`src/rtl/iter_div_axis_pkg.sv`:
```
// Shared definitions for the iterative divider: FSM encodings and default width.
package iter_div_axis_pkg;

  localparam int unsigned DIV_W = 32;

  typedef enum logic [1:0] {
    DIV_IDLE = 2'd0,
    DIV_CALC = 2'd1,
    DIV_DONE = 2'd2
  } div_state_e;

endpackage

```
`src/rtl/iter_div_axis_if.sv`:
```
// Divide handshake bundle: two operand channels toward the divider, one result channel back.
interface iter_div_axis_if
  import iter_div_axis_pkg::*;
#(
  parameter int unsigned WIDTH = DIV_W
);

  logic               s_axis_dividend_tvalid;
  logic               s_axis_dividend_tready;
  logic [WIDTH-1:0]   s_axis_dividend_tdata;
  logic               s_axis_divisor_tvalid;
  logic               s_axis_divisor_tready;
  logic [WIDTH-1:0]   s_axis_divisor_tdata;
  logic               m_axis_dout_tvalid;
  logic [2*WIDTH-1:0] m_axis_dout_tdata;

  modport master (
    output s_axis_dividend_tvalid, s_axis_dividend_tdata,
    output s_axis_divisor_tvalid,  s_axis_divisor_tdata,
    input  s_axis_dividend_tready, s_axis_divisor_tready,
    input  m_axis_dout_tvalid,     m_axis_dout_tdata
  );

  modport slave (
    input  s_axis_dividend_tvalid, s_axis_dividend_tdata,
    input  s_axis_divisor_tvalid,  s_axis_divisor_tdata,
    output s_axis_dividend_tready, s_axis_divisor_tready,
    output m_axis_dout_tvalid,     m_axis_dout_tdata
  );

endinterface

```
`src/rtl/iter_div_axis_div_step.sv`:
```
// One restoring-division iteration on magnitudes: shift in the next dividend bit, trial-subtract.
module iter_div_axis_div_step #(
  parameter int unsigned WIDTH = 32
) (
  input  logic [WIDTH-1:0] i_rem,
  input  logic [WIDTH-1:0] i_quo,
  input  logic [WIDTH-1:0] i_dvs,
  output logic [WIDTH-1:0] o_rem,
  output logic [WIDTH-1:0] o_quo
);

  logic [WIDTH:0] w_shift;
  logic [WIDTH:0] w_diff;

  // i_quo holds the unconsumed dividend bits above the quotient bits built so far
  always_comb begin
    w_shift = {i_rem, i_quo[WIDTH-1]};
    w_diff  = w_shift - {1'b0, i_dvs};
    if (!w_diff[WIDTH]) begin
      o_rem = w_diff[WIDTH-1:0];
      o_quo = {i_quo[WIDTH-2:0], 1'b1};
    end else begin
      o_rem = w_shift[WIDTH-1:0];
      o_quo = {i_quo[WIDTH-2:0], 1'b0};
    end
  end

endmodule

```
`src/rtl/iter_div_axis.sv`:
```
// Multi-cycle radix-2 restoring divider with independent operand capture slots
// and a single-cycle {quotient, remainder} result pulse.
module iter_div_axis
  import iter_div_axis_pkg::*;
#(
  parameter bit          SIGNED = 1'b1,
  parameter int unsigned WIDTH  = DIV_W
) (
  input  logic          clk,
  input  logic          reset,
  iter_div_axis_if.slave axis
);

  localparam int unsigned CW = $clog2(WIDTH);

  div_state_e         r_state, w_state_nxt;
  logic               r_dvd_flag, r_dvs_flag;
  logic [WIDTH-1:0]   r_dvd, r_dvs;
  logic [WIDTH-1:0]   r_rem, r_quo, r_mag_d, r_raw_a;
  logic               r_neg_q, r_neg_r, r_dz;
  logic [CW-1:0]      r_count;
  logic [2*WIDTH-1:0] r_dout;

  logic               w_dvd_rdy, w_dvs_rdy, w_dvd_xfer, w_dvs_xfer, w_start, w_last;
  logic [WIDTH-1:0]   w_a, w_b, w_a_mag, w_b_mag;
  logic               w_a_neg, w_b_neg;
  logic [WIDTH-1:0]   w_step_rem, w_step_quo, w_q_res, w_r_res;

  assign w_dvd_rdy  = (r_state == DIV_IDLE) && !r_dvd_flag && !reset;
  assign w_dvs_rdy  = (r_state == DIV_IDLE) && !r_dvs_flag && !reset;
  assign w_dvd_xfer = axis.s_axis_dividend_tvalid && w_dvd_rdy;
  assign w_dvs_xfer = axis.s_axis_divisor_tvalid && w_dvs_rdy;

  // An operand arriving on the starting edge is used straight from the bus
  assign w_a     = r_dvd_flag ? r_dvd : axis.s_axis_dividend_tdata;
  assign w_b     = r_dvs_flag ? r_dvs : axis.s_axis_divisor_tdata;
  assign w_start = (r_state == DIV_IDLE) && (r_dvd_flag || w_dvd_xfer)
                                         && (r_dvs_flag || w_dvs_xfer);

  assign w_a_neg = SIGNED && w_a[WIDTH-1];
  assign w_b_neg = SIGNED && w_b[WIDTH-1];
  assign w_a_mag = w_a_neg ? -w_a : w_a;
  assign w_b_mag = w_b_neg ? -w_b : w_b;

  iter_div_axis_div_step #(.WIDTH(WIDTH)) u_step (
    .i_rem (r_rem),
    .i_quo (r_quo),
    .i_dvs (r_mag_d),
    .o_rem (w_step_rem),
    .o_quo (w_step_quo)
  );

  assign w_last  = (r_count == CW'(WIDTH - 1));
  assign w_q_res = r_dz ? '1      : (r_neg_q ? -w_step_quo : w_step_quo);
  assign w_r_res = r_dz ? r_raw_a : (r_neg_r ? -w_step_rem : w_step_rem);

  always_comb begin
    w_state_nxt = r_state;
    case (r_state)
      DIV_IDLE: if (w_start) w_state_nxt = DIV_CALC;
      DIV_CALC: if (w_last)  w_state_nxt = DIV_DONE;
      DIV_DONE: w_state_nxt = DIV_IDLE;
      default:  w_state_nxt = DIV_IDLE;
    endcase
  end

  always_ff @(posedge clk) begin
    if (reset) begin
      r_state    <= DIV_IDLE;
      r_dvd_flag <= 1'b0;
      r_dvs_flag <= 1'b0;
      r_dvd      <= '0;
      r_dvs      <= '0;
      r_rem      <= '0;
      r_quo      <= '0;
      r_mag_d    <= '0;
      r_raw_a    <= '0;
      r_neg_q    <= 1'b0;
      r_neg_r    <= 1'b0;
      r_dz       <= 1'b0;
      r_count    <= '0;
      r_dout     <= '0;
    end else begin
      r_state <= w_state_nxt;
      if (w_dvd_xfer) begin
        r_dvd_flag <= 1'b1;
        r_dvd      <= axis.s_axis_dividend_tdata;
      end
      if (w_dvs_xfer) begin
        r_dvs_flag <= 1'b1;
        r_dvs      <= axis.s_axis_divisor_tdata;
      end
      if (r_state == DIV_DONE) begin
        r_dvd_flag <= 1'b0;
        r_dvs_flag <= 1'b0;
      end
      if (w_start) begin
        r_rem   <= '0;
        r_quo   <= w_a_mag;
        r_mag_d <= w_b_mag;
        r_raw_a <= w_a;
        r_neg_q <= w_a_neg ^ w_b_neg;
        r_neg_r <= w_a_neg;
        r_dz    <= (w_b == '0);
        r_count <= '0;
      end
      if (r_state == DIV_CALC) begin
        r_rem   <= w_step_rem;
        r_quo   <= w_step_quo;
        r_count <= r_count + 1'b1;
        if (w_last) r_dout <= {w_q_res, w_r_res};
      end
    end
  end

  assign axis.s_axis_dividend_tready = w_dvd_rdy;
  assign axis.s_axis_divisor_tready  = w_dvs_rdy;
  assign axis.m_axis_dout_tvalid     = (r_state == DIV_DONE);
  assign axis.m_axis_dout_tdata      = r_dout;

endmodule
```
`src/flat_wrapper.sv`:
```
// flat-port wrapper written by rule: the top's interface ports become plain ports
module iter_div_axis_flat import iter_div_axis_pkg::*;
#(
  parameter bit          SIGNED = 1'b1,
  parameter int unsigned WIDTH  = DIV_W
)
  (clk, reset, axis_s_axis_dividend_tvalid, axis_s_axis_dividend_tdata, axis_s_axis_divisor_tvalid, axis_s_axis_divisor_tdata, axis_s_axis_dividend_tready, axis_s_axis_divisor_tready, axis_m_axis_dout_tvalid, axis_m_axis_dout_tdata);
  iter_div_axis_if #(.WIDTH(WIDTH)) axis_i ();
  input  logic clk;
  input  logic reset;
  input wire logic [$bits(axis_i.s_axis_dividend_tvalid)-1:0] axis_s_axis_dividend_tvalid;
  input wire logic [$bits(axis_i.s_axis_dividend_tdata)-1:0] axis_s_axis_dividend_tdata;
  input wire logic [$bits(axis_i.s_axis_divisor_tvalid)-1:0] axis_s_axis_divisor_tvalid;
  input wire logic [$bits(axis_i.s_axis_divisor_tdata)-1:0] axis_s_axis_divisor_tdata;
  output wire logic [$bits(axis_i.s_axis_dividend_tready)-1:0] axis_s_axis_dividend_tready;
  output wire logic [$bits(axis_i.s_axis_divisor_tready)-1:0] axis_s_axis_divisor_tready;
  output wire logic [$bits(axis_i.m_axis_dout_tvalid)-1:0] axis_m_axis_dout_tvalid;
  output wire logic [$bits(axis_i.m_axis_dout_tdata)-1:0] axis_m_axis_dout_tdata;
  assign axis_i.s_axis_dividend_tvalid = axis_s_axis_dividend_tvalid;
  assign axis_i.s_axis_dividend_tdata = axis_s_axis_dividend_tdata;
  assign axis_i.s_axis_divisor_tvalid = axis_s_axis_divisor_tvalid;
  assign axis_i.s_axis_divisor_tdata = axis_s_axis_divisor_tdata;
  assign axis_s_axis_dividend_tready = axis_i.s_axis_dividend_tready;
  assign axis_s_axis_divisor_tready = axis_i.s_axis_divisor_tready;
  assign axis_m_axis_dout_tvalid = axis_i.m_axis_dout_tvalid;
  assign axis_m_axis_dout_tdata = axis_i.m_axis_dout_tdata;
  iter_div_axis #(.SIGNED(SIGNED), .WIDTH(WIDTH)) u_core (.clk(clk), .reset(reset), .axis(axis_i));
endmodule
```
`config.mk`:
```
export PLATFORM = sky130hd
export DESIGN_NAME = iter_div_axis_flat
export DESIGN_NICKNAME = d
export VERILOG_FILES = /design/src/rtl/iter_div_axis_pkg.sv /design/src/rtl/iter_div_axis_if.sv /design/src/rtl/iter_div_axis_div_step.sv /design/src/rtl/iter_div_axis.sv /design/src/flat_wrapper.sv
export SDC_FILE = /design/constraint.sdc
export NUM_CORES = 1
export LEC_CHECK = 0
export ABC_AREA = 1
export BUFFER_PORTS_ARGS = -buffer_cell sky130_fd_sc_hd__buf_2
export CELL_PAD_IN_SITES_DETAIL_PLACEMENT = 1
export CELL_PAD_IN_SITES_GLOBAL_PLACEMENT = 1
export CORE_MARGIN = 2
export CORE_UTILIZATION = 30
export CTS_BUF_LIST = sky130_fd_sc_hd__clkbuf_16
export CTS_CLUSTER_DIAMETER = 100
export CTS_CLUSTER_SIZE = 30
export DETAILED_ROUTE_END_ITERATION = 10
export PLACE_DENSITY = 0.68
export SYNTH_ARGS = -nofsm -noshare
export SYNTH_HDL_FRONTEND = slang
export SYNTH_HIERARCHICAL = 1
export SYNTH_SLANG_ARGS = --single-unit
```
`constraint.sdc`:
```
create_clock -name clk -period 5.1 [get_ports clk]
set_input_delay 1.02 -clock clk [delete_from_list [all_inputs] [get_ports clk]]
set_output_delay 1.02 -clock clk [all_outputs]
set_load 0.02 [all_outputs]
```
# Word level (Yosys, flattened, before mapping)
# Cells that the tools add are included.
totals:
  out_inout_bits: 67
  input_bits: 68
  regBits: 268
  wordCells: 64
op_classes:
  n_bitwise: 1
  n_mux: 19
  addsub: 6
  reduce_logical: 19
  n_eq_ne: 5
ops:
  columns: ["op", "n"]
  rows:
  - ["$mux 32", 13]
  - ["$neg 32->32", 4]
  - ["$sub 33x32->33", 1]
  - ["$logic_not 32->1", 1]
  - ["$mux 5", 2]
  - ["$logic_and 1x1->1", 8]
  - ["$add 5x1->5 const B", 1]
  - ["$eq 5x5->1 const B", 1]
  - ["$mux 2", 2]
  - ["$ne 2x1->1 const B", 2]
  - ["$pmux 2 s2", 1]
  - ["$reduce_and 2->1", 2]
  - ["$logic_not 1->1", 3]
  - ["$eq 2x1->1 const B", 1]
  - ["$eq 2x2->1 const B", 1]
  - ["$logic_not 2->1", 1]
  - ["$logic_or 1x1->1", 2]
  - ["$reduce_bool 2->1", 1]
  - ["$reduce_or 2->1", 1]
  - ["$mux 1", 1]
  - ["$xor 1x1->1", 1]

# Longest topological paths before layout
# Gate-level depths: netlist (run 1).
depth:
  word_depth: 9
  mapped_depth: 30
  ltp_nobuf: 29

# Modules after synthesis
# Netlist (run 1), hierarchy kept.
by_module_without_submodules:
  columns: ["module", "seq_area_each_um2", "n_inst", "cells_per_inst", "area_per_inst_um2"]
  rows:
  - ["iter_div_axis", 5345.1, 1, 2302, 14785.4]
  - ["iter_div_axis_div_step", 0.0, 1, 711, 3383.2]

# Worst setup path after synthesis (run 1)
# No wires, ideal clock.
synth_timing:
  path_kind: "reg-to-reg"
  startpoint: "reg u_core.r_quo[31]"
  endpoint: "reg u_core.r_dout[52], in the netlist u_core/axis.m_axis_dout_tdata[52]"
  required_ps: 4986
  period_less_slack_ps: 3339
  setup_ps: 114
  slack_ps: 1761
  path_buffers: 1
  path_stages_with_launch: 26
  arrival_ps: 3225
  path_cell_list: "dfxtp_1 > inv_1 > ha_1 > fa_1 > inv_1 > nand2_1 > nand2_1 > nand3_1 > nand2_2 > nand2_1 > nand2_2 > nand2_2 > nand3_1 > nand2_4 > buf_6 > inv_1 > ha_1 > nand3_1 > nor2_1 > nand4_1 > nor2_1 > nand2_1 > o21ai_0 > nor2_1 > o21bai_1 > inv_1"
synth_between:
  elab_chain_cells: 5
synth_rtl:
  columns: ["element", "line", "rtl"]
  rows:
  - ["start, declared", "iter_div_axis.sv:19", "logic [WIDTH-1:0] r_rem, r_quo, r_mag_d, r_raw_a;"]
  - ["start signal, assigned", "iter_div_axis.sv:99", "r_quo <= w_a_mag;"]
  - ["start signal, assigned", "iter_div_axis.sv:109", "r_quo <= w_step_quo;"]
  - ["$sub 33x32->33", "iter_div_axis_div_step.sv:18", "w_diff = w_shift - {1'b0, i_dvs};"]
  - ["$mux 1", "iter_div_axis_div_step.sv:19", "if (!w_diff[WIDTH]) begin"]
  - ["via u_core.w_step_quo[0]", "iter_div_axis.sv:27", "logic [WIDTH-1:0] w_step_rem, w_step_quo, w_q_res, w_r_res;"]
  - ["$neg 32->32", "iter_div_axis.sv:54", "assign w_q_res = r_dz ? '1 : (r_neg_q ? -w_step_quo : w_step_quo);"]
  - ["$mux 32 (2 in series)", "iter_div_axis.sv:54", null]
  - ["end signal, assigned", "iter_div_axis.sv:111", "if (w_last) r_dout <= {w_q_res, w_r_res};"]
  - ["end, declared", "iter_div_axis.sv:22", "logic [2*WIDTH-1:0] r_dout;"]
# The timed path passes the listed nets, and every way through them passes these cells.
# A chain may end at the register's enable or synchronous reset.

# Final worst setup path (run 1)
# Ends and elaborated chain as after synthesis.

==> flow_metrics.tcl, run 1 <==
set metrics [dict create \
    rsz0062_at_grt "false" \
    seq_area_frac_synth 0.2942 \
    clkSinkCount 267 \
    vias_per_cell 4.881 \
    yosys_register_bits 267 \
    grt_max_degree 87 \
    final_layout_size_suffix_gt1_frac 0.08635 \
    die_h_um 250.1 \
    max_freq_mhz 237.8 \
    clkTransAtPathRegs_ns 0.11 \
    period_needed_ns 4.205 \
    timing.final.crit_share 0.8245 \
    dpl.hpwl_mm 51.80 \
    syn_nets 3120 \
    root_buffer "clkbuf_16" \
    track_usage 0.2081 \
    grt_pass1_wl_mm 104.7 \
    drc_errors 0 \
    gp_congestion 0.8950 \
    status "finished clean" \
    crit_chain "inv_1 > ha_1 > fa_1 > inv_1 > nand2_1 > nand2_1 > nand3_1 > nand2_2 > nand2_1 > nand2_2 > nand2_2 > nand3_1 > nand2_4 > inv_1 > ha_1 > nand3_1 > nor2_1 > nand4_1 > nor2_1 > nand2_1 > o21ai_0 > nor2_1 > o21bai_1 > inv_1" \
    p_total_mw 8.665 \
    synth_top_cell_by_area "dfxtp_1" \
    maxSlewHeadroom 0.3396 \
    io-pin-count 135 \
    worstPathMaxFanout 34 \
    area_delta_synth_final_pct 8.532 \
    ys_top_cells_by_area "dfxtp_1 (29%), nand2_1 (20%), inv_1 (8.6%)" \
    cts.path.max_buffers 3 \
    drv_cap 0 \
    drt_wl_total_mm 66.07 \
    crit_type "reg -> reg" \
    htree_levels 1 \
    arrival_ns 4.65 \
    drt_iter0_markers 1161 \
    finalHoldViolations 0 \
    cp-end-kind "register" \
    syn_area_um2 18170 \
    worstPathRequired_ns 5.55 \
    n_fill_cell 8039 \
    powerDensity_nw_per_um2 439.4 \
    min-delay-path-class "reg -> reg" \
    setup_tns_ns 0 \
    tritoncts "yes" \
    synth_common_cells "nand2_1 (971), inv_1 (418), a21oi_1 (271)" \
    cts.repair.resized 0 \
    design.core.area_um2 60130 \
    fp-row-count 90 \
    worst_pin_slew_ns 0.9893 \
    portBuffers 134 \
    crit_path_top_delay_cell "fa_1" \
    gr-total-overflow 0 \
    fin_worst_skew_ns 0.04221 \
    ys_warn_count 6 \
    synth_flop_cell "dfxtp_1" \
    netlist_instances 3013 \
    setup-violations-final 0 \
    dr.pass1.iters 7 \
    diodes 0 \
    nets 3130 \
    routedWlPerCell_um 17.31 \
    ant_nets 0 \
    dieArea_um2 62550 \
    avgSynthCellArea_um2 6.030 \
    insertion_delay_ns 0.57 \
    slowest_delay_ns 0.42 \
    cts_buffers 17 \
    vias 18630 \
    synth_edf_count 0 \
    async_flop_share 0 \
    post_cts_buffers 0 \
    initial_core_util 0.3021 \
    vdd_drop_max_mv 0.2568 \
    antenna_found_initial 1 \
    maxSlewViolCount 0 \
    die_x_um 250.1 \
    synth_top_area_share 0.2942 \
    cp-start-kind "register" \
    synth_cell_type_count 52 \
    yosysMostFrequentCell "nand2_1" \
    p_leak_nw 9.335 \
    grt_pass1_vias 18130 \
    cts_hold_buf 0 \
]
-- per-stage QoR --
stage	util	instances	area, um^2	hold WS, ns	setup slack (ns)
2_1_floorplan	-	3013	18170	0.4200	1.761
3_3_place_gp	0.3177	3786	19110	0.4372	1.162
3_5_place_dp	0.3177	3786	19110	0.4440	0.9825
4_1_cts	0.3279	3816	19720	0.4565	0.9505
5_1_grt	0.3279	3816	19720	0.4806	0.4075
6_report	0.3279	3816	19720	0.4516	0.8951
-- metal layers --
metal | vias to the layer above | global-route usage | routed length, um
li1 | 9503 | - | -
met1 | 8796 | 0.3155 | 34620
met2 | 273 | 0.3212 | 28010
met3 | 51 | 0.01995 | 2506
met4 | 2 | 0.03370 | 914
met5 | - | 0 | 13
-- cell usage in the layout, fill, tap and decap left out, drive strengths merged --
cell    count
o221ai     20
o31ai       2
a211oi      1
clkinv      5
and3        1
xnor2       2
nand3     172
o21bai     16
or2         5
o21ai     220
and2        8
dfxtp     267
o211ai     10
nand4      33
nand2     994
a31oi      11
nor4        3
a21o        1
nand3b      9
a21oi     273
o21a       20
xor2       60
ha         38
nor2      220
clkbuf     17
fa          1
a221oi      1
a32oi       1
nor3       23
nor3b       1
inv       445
buf       154
-- state kept, by name, indices dropped and copies added (netlist names) --
name / cells
u_core/r_dvd_flag: 1
u_core/r_raw_a: 32
u_core/r_state: 2
u_core/r_dvs_flag: 1
u_core/r_dz: 1
u_core/r_neg_q: 1
u_core/r_quo: 32
u_core/r_count: 5
u_core/r_mag_d: 32
u_core/r_dvs: 32
u_core/axis.m_axis_dout_tdata: 64
u_core/r_dvd: 32
u_core/r_rem: 32
-- report_power, final --
part           internal [mW]  total (mW)  switching [mW]
sequential              2.20        2.30          0.0949
clock                  0.689        1.63           0.942
combinational           1.39        4.74            3.35
total                   4.28        8.66            4.39
-- area by class of cell --
class	instances	area, um^2	area share
well taps	782	978.4	0.04962
clock buffers	17	425.4	0.02157
flip-flops and latches	267	5346	0.2711
inverters	437	1643	0.08331
multi-input cells	2146	10300	0.5225
repair buffers	154	835.8	0.04239
clock inverters	13	186.4	0.009454
-- cells by family (layout without fill, tap and decap cells) --
group,after synthesis,after routing,synth area share
AND/OR/NAND/NOR,1469,1469,0.3365
adder cells (fa/ha/maj),39,39,0.02727
buffers and inverters,600,621,0.1390
XOR/XNOR,62,62,0.02989
AO/OA/AOI/OAI,576,576,0.1731
flip-flops,267,267,0.2942
-- final timing paths --
| path | start | end | slack, ns | cells past startpoint |
|---|---|---|---|---|
| setup reg to reg | u_core/r_quo[31]$_SDFFE_PP0P_ | u_core/axis.m_axis_dout_tdata[52]$_SDFFE_PP0P_ | 0.90 | 24 |
| setup / recovery | u_core/r_quo[31]$_SDFFE_PP0P_ | u_core/axis.m_axis_dout_tdata[52]$_SDFFE_PP0P_ | 0.90 | 24 |
| hold reg to reg | u_core/r_dvs[29]$_SDFFE_PP0P_ | u_core/r_dvs[29]$_SDFFE_PP0P_ | 0.45 | 2 |
| hold / removal | u_core/r_dvs[29]$_SDFFE_PP0P_ | u_core/r_dvs[29]$_SDFFE_PP0P_ | 0.45 | 2 |
-- critical path, delay by kind of cell, from the launching register on --
family,cells,cell delay (ns)
AND/OR/NAND/NOR,15,2.01
buffers and inverters,4,0.44
AO/OA/AOI/OAI,2,0.37
flip-flops,1,0.37
adder cells (fa/ha/maj),3,0.89
No activity file was read; power rests on OpenSTA's default activity.
==> inputs of run 2 (changes only) <==
==> constraint.sdc (replaced) <==
create_clock -name clk -period 4 [get_ports clk]
set_input_delay 0.8 -clock clk [delete_from_list [all_inputs] [get_ports clk]]
set_output_delay 0.8 -clock clk [all_outputs]
set_load 0.02 [all_outputs]
==> flow_metrics.tcl, run 2 (synthesis gave the netlist of run 1 again) <==
set metrics [dict create \
    insertion_delay_ns 0.56 \
    die_x_um 250.1 \
    max_freq_mhz 271.6 \
    p_total_mw 11.59 \
    design.core.area_um2 60130 \
    clkTransAtPathRegs_ns 0.11 \
    dpl.hpwl_mm 51.75 \
    pre_cts_ws_ns 0.1577 \
    fin_ws_ns 0.3178 \
    placed_area_um2 19220 \
    maxSlewHeadroom 0.3688 \
    gp_congestion 0.9086 \
    track_usage 0.2082 \
    vdd_drop_max_mv 0.3084 \
    cp-start-kind "register" \
    cts_buffers 18 \
    setup_tns_ns 0 \
    status "finished clean" \
    gr-total-overflow 0 \
    cp-end-kind "register" \
    grt_pass1_vias 18280 \
    drv_cap 0 \
    setup-violations-final 0 \
    period_needed_ns 3.682 \
    area_delta_synth_final_pct 10.23 \
    root_buffer "clkbuf_16" \
    min-delay-path-class "reg -> reg" \
    fin_worst_skew_ns 0.02961 \
    grt_max_degree 127 \
    routedWlPerCell_um 17.28 \
    design_area_um2 20030 \
    n_fill_cell 7984 \
    place_inst 3800 \
    ant_nets 0 \
    final_common_cell "nand2_1" \
    htree_levels 1 \
    maxSlewViolCount 0 \
    grt_pass1_wl_mm 104.3 \
    io-pin-count 135 \
    dr.pass1.iters 5 \
    antenna_found_initial 1 \
    crit_type "reg -> reg" \
    cts.path.max_buffers 3 \
    tritoncts "yes" \
    worstPathRequired_ns 4.40 \
    drc_errors 0 \
    crit_path_top_delay_cell "fa_1" \
    cts_hold_buf 0 \
    nets 3149 \
    worst_pin_slew_ns 0.9458 \
    slowest_delay_ns 0.42 \
    cp_top_family "simple AND/OR/NAND/NOR gates" \
    holdWs_ns 0.4571 \
    finalHoldViolations 0 \
    initial_core_util 0.3021 \
    fp-row-count 90 \
    fin_cells 3837 \
    p_leak_nw 9.478 \
    drt_iter0_markers 1248 \
    final_cell_mix "nand2_1 (968), inv_1 (416), a21oi_1 (271), dfxtp_1 (265), nor2_1 (197)" \
    largest_reg_flops 64 \
    die_h_um 250.1 \
    final_layout_size_suffix_gt1_frac 0.09856 \
    timing.final.crit_share 0.9206 \
    worstPathMaxFanout 16 \
    final_util 0.3331 \
    vias 18730 \
    path_common_cell "nand2_1" \
    powerDensity_nw_per_um2 578.6 \
    portBuffers 134 \
    clkSinkCount 267 \
    arrival_ns 4.08 \
    drt_wl_total_mm 66.31 \
    vias_per_cell 4.881 \
    dieArea_um2 62550 \
    crit_buf_inv 4 \
]
==> run 2: changes by cell type in the layout (fill, tap and decap cells not counted), sizes merged <==
cell	previous run	this run
buf	154	171
clkinv	5	6
clkbuf	17	19
bufinv	0	1
nand2	994	995
diode	0	1
inv	445	443
==> run 2: layer usage <==
metal,vias to the layer above,share of wire,GRT usage
li1,9540,-,-
met1,8780,0.52,0.3153
met3,57,0.047,0.02390
met2,348,0.42,0.3171
met4,2,0.018,0.03695
met5,-,0.00020,0
==> run 2: tightest hold or removal path, cell delays in order (launching register included) <==
cell and delay [ns]:
dfxtp_1 0.31, inv_1 0.06, a21oi_1 0.05
==> run 2: timing repair <==
action	4_1_cts	5_1_grt
setup endpoints to repair	0	35
endpoints found under the hold margin	0	0
gates resized for setup	0	21
buffers inserted	0	3
==> run 2: path summary, 6_finish.rpt <==
| path | startpoint | to | slack [ns] | depth (start not counted) |
|---|---|---|---|---|
| max | u_core/r_quo[31]$_SDFFE_PP0P_ | u_core/axis.m_axis_dout_tdata[21]$_SDFFE_PP0P_ | 0.32 | 26 |
| min | u_core/r_dvs[29]$_SDFFE_PP0P_ | u_core/r_dvs[29]$_SDFFE_PP0P_ | 0.46 | 2 |
| max reg2reg | u_core/r_quo[31]$_SDFFE_PP0P_ | u_core/axis.m_axis_dout_tdata[21]$_SDFFE_PP0P_ | 0.32 | 26 |
| min reg2reg | u_core/r_dvs[29]$_SDFFE_PP0P_ | u_core/r_dvs[29]$_SDFFE_PP0P_ | 0.46 | 2 |
==> run 2: where the power goes <==
part	total (mW)	leakage, nW	switching (mW)	internal, mW
Sequential	2.92	2.17	0.112	2.81
Clock	2.28	0.338	1.24	1.04
Combinational	6.38	6.97	4.42	1.96
Total	11.6	9.48	5.78	5.81
==> run 2: final cells by class <==
class / count / area (um^2) / area share
inverters: 437 / 1643 / 0.08203
repair buffers: 171 / 975.9 / 0.04873
clock inverters: 13 / 236.5 / 0.01181
flip-flops and latches: 267 / 5348 / 0.2670
multi-input cells: 2147 / 10370 / 0.5177
clock buffers: 19 / 475.5 / 0.02374
well taps: 782 / 978.4 / 0.04885
diodes: 1 / 2.502 / 0.0001249
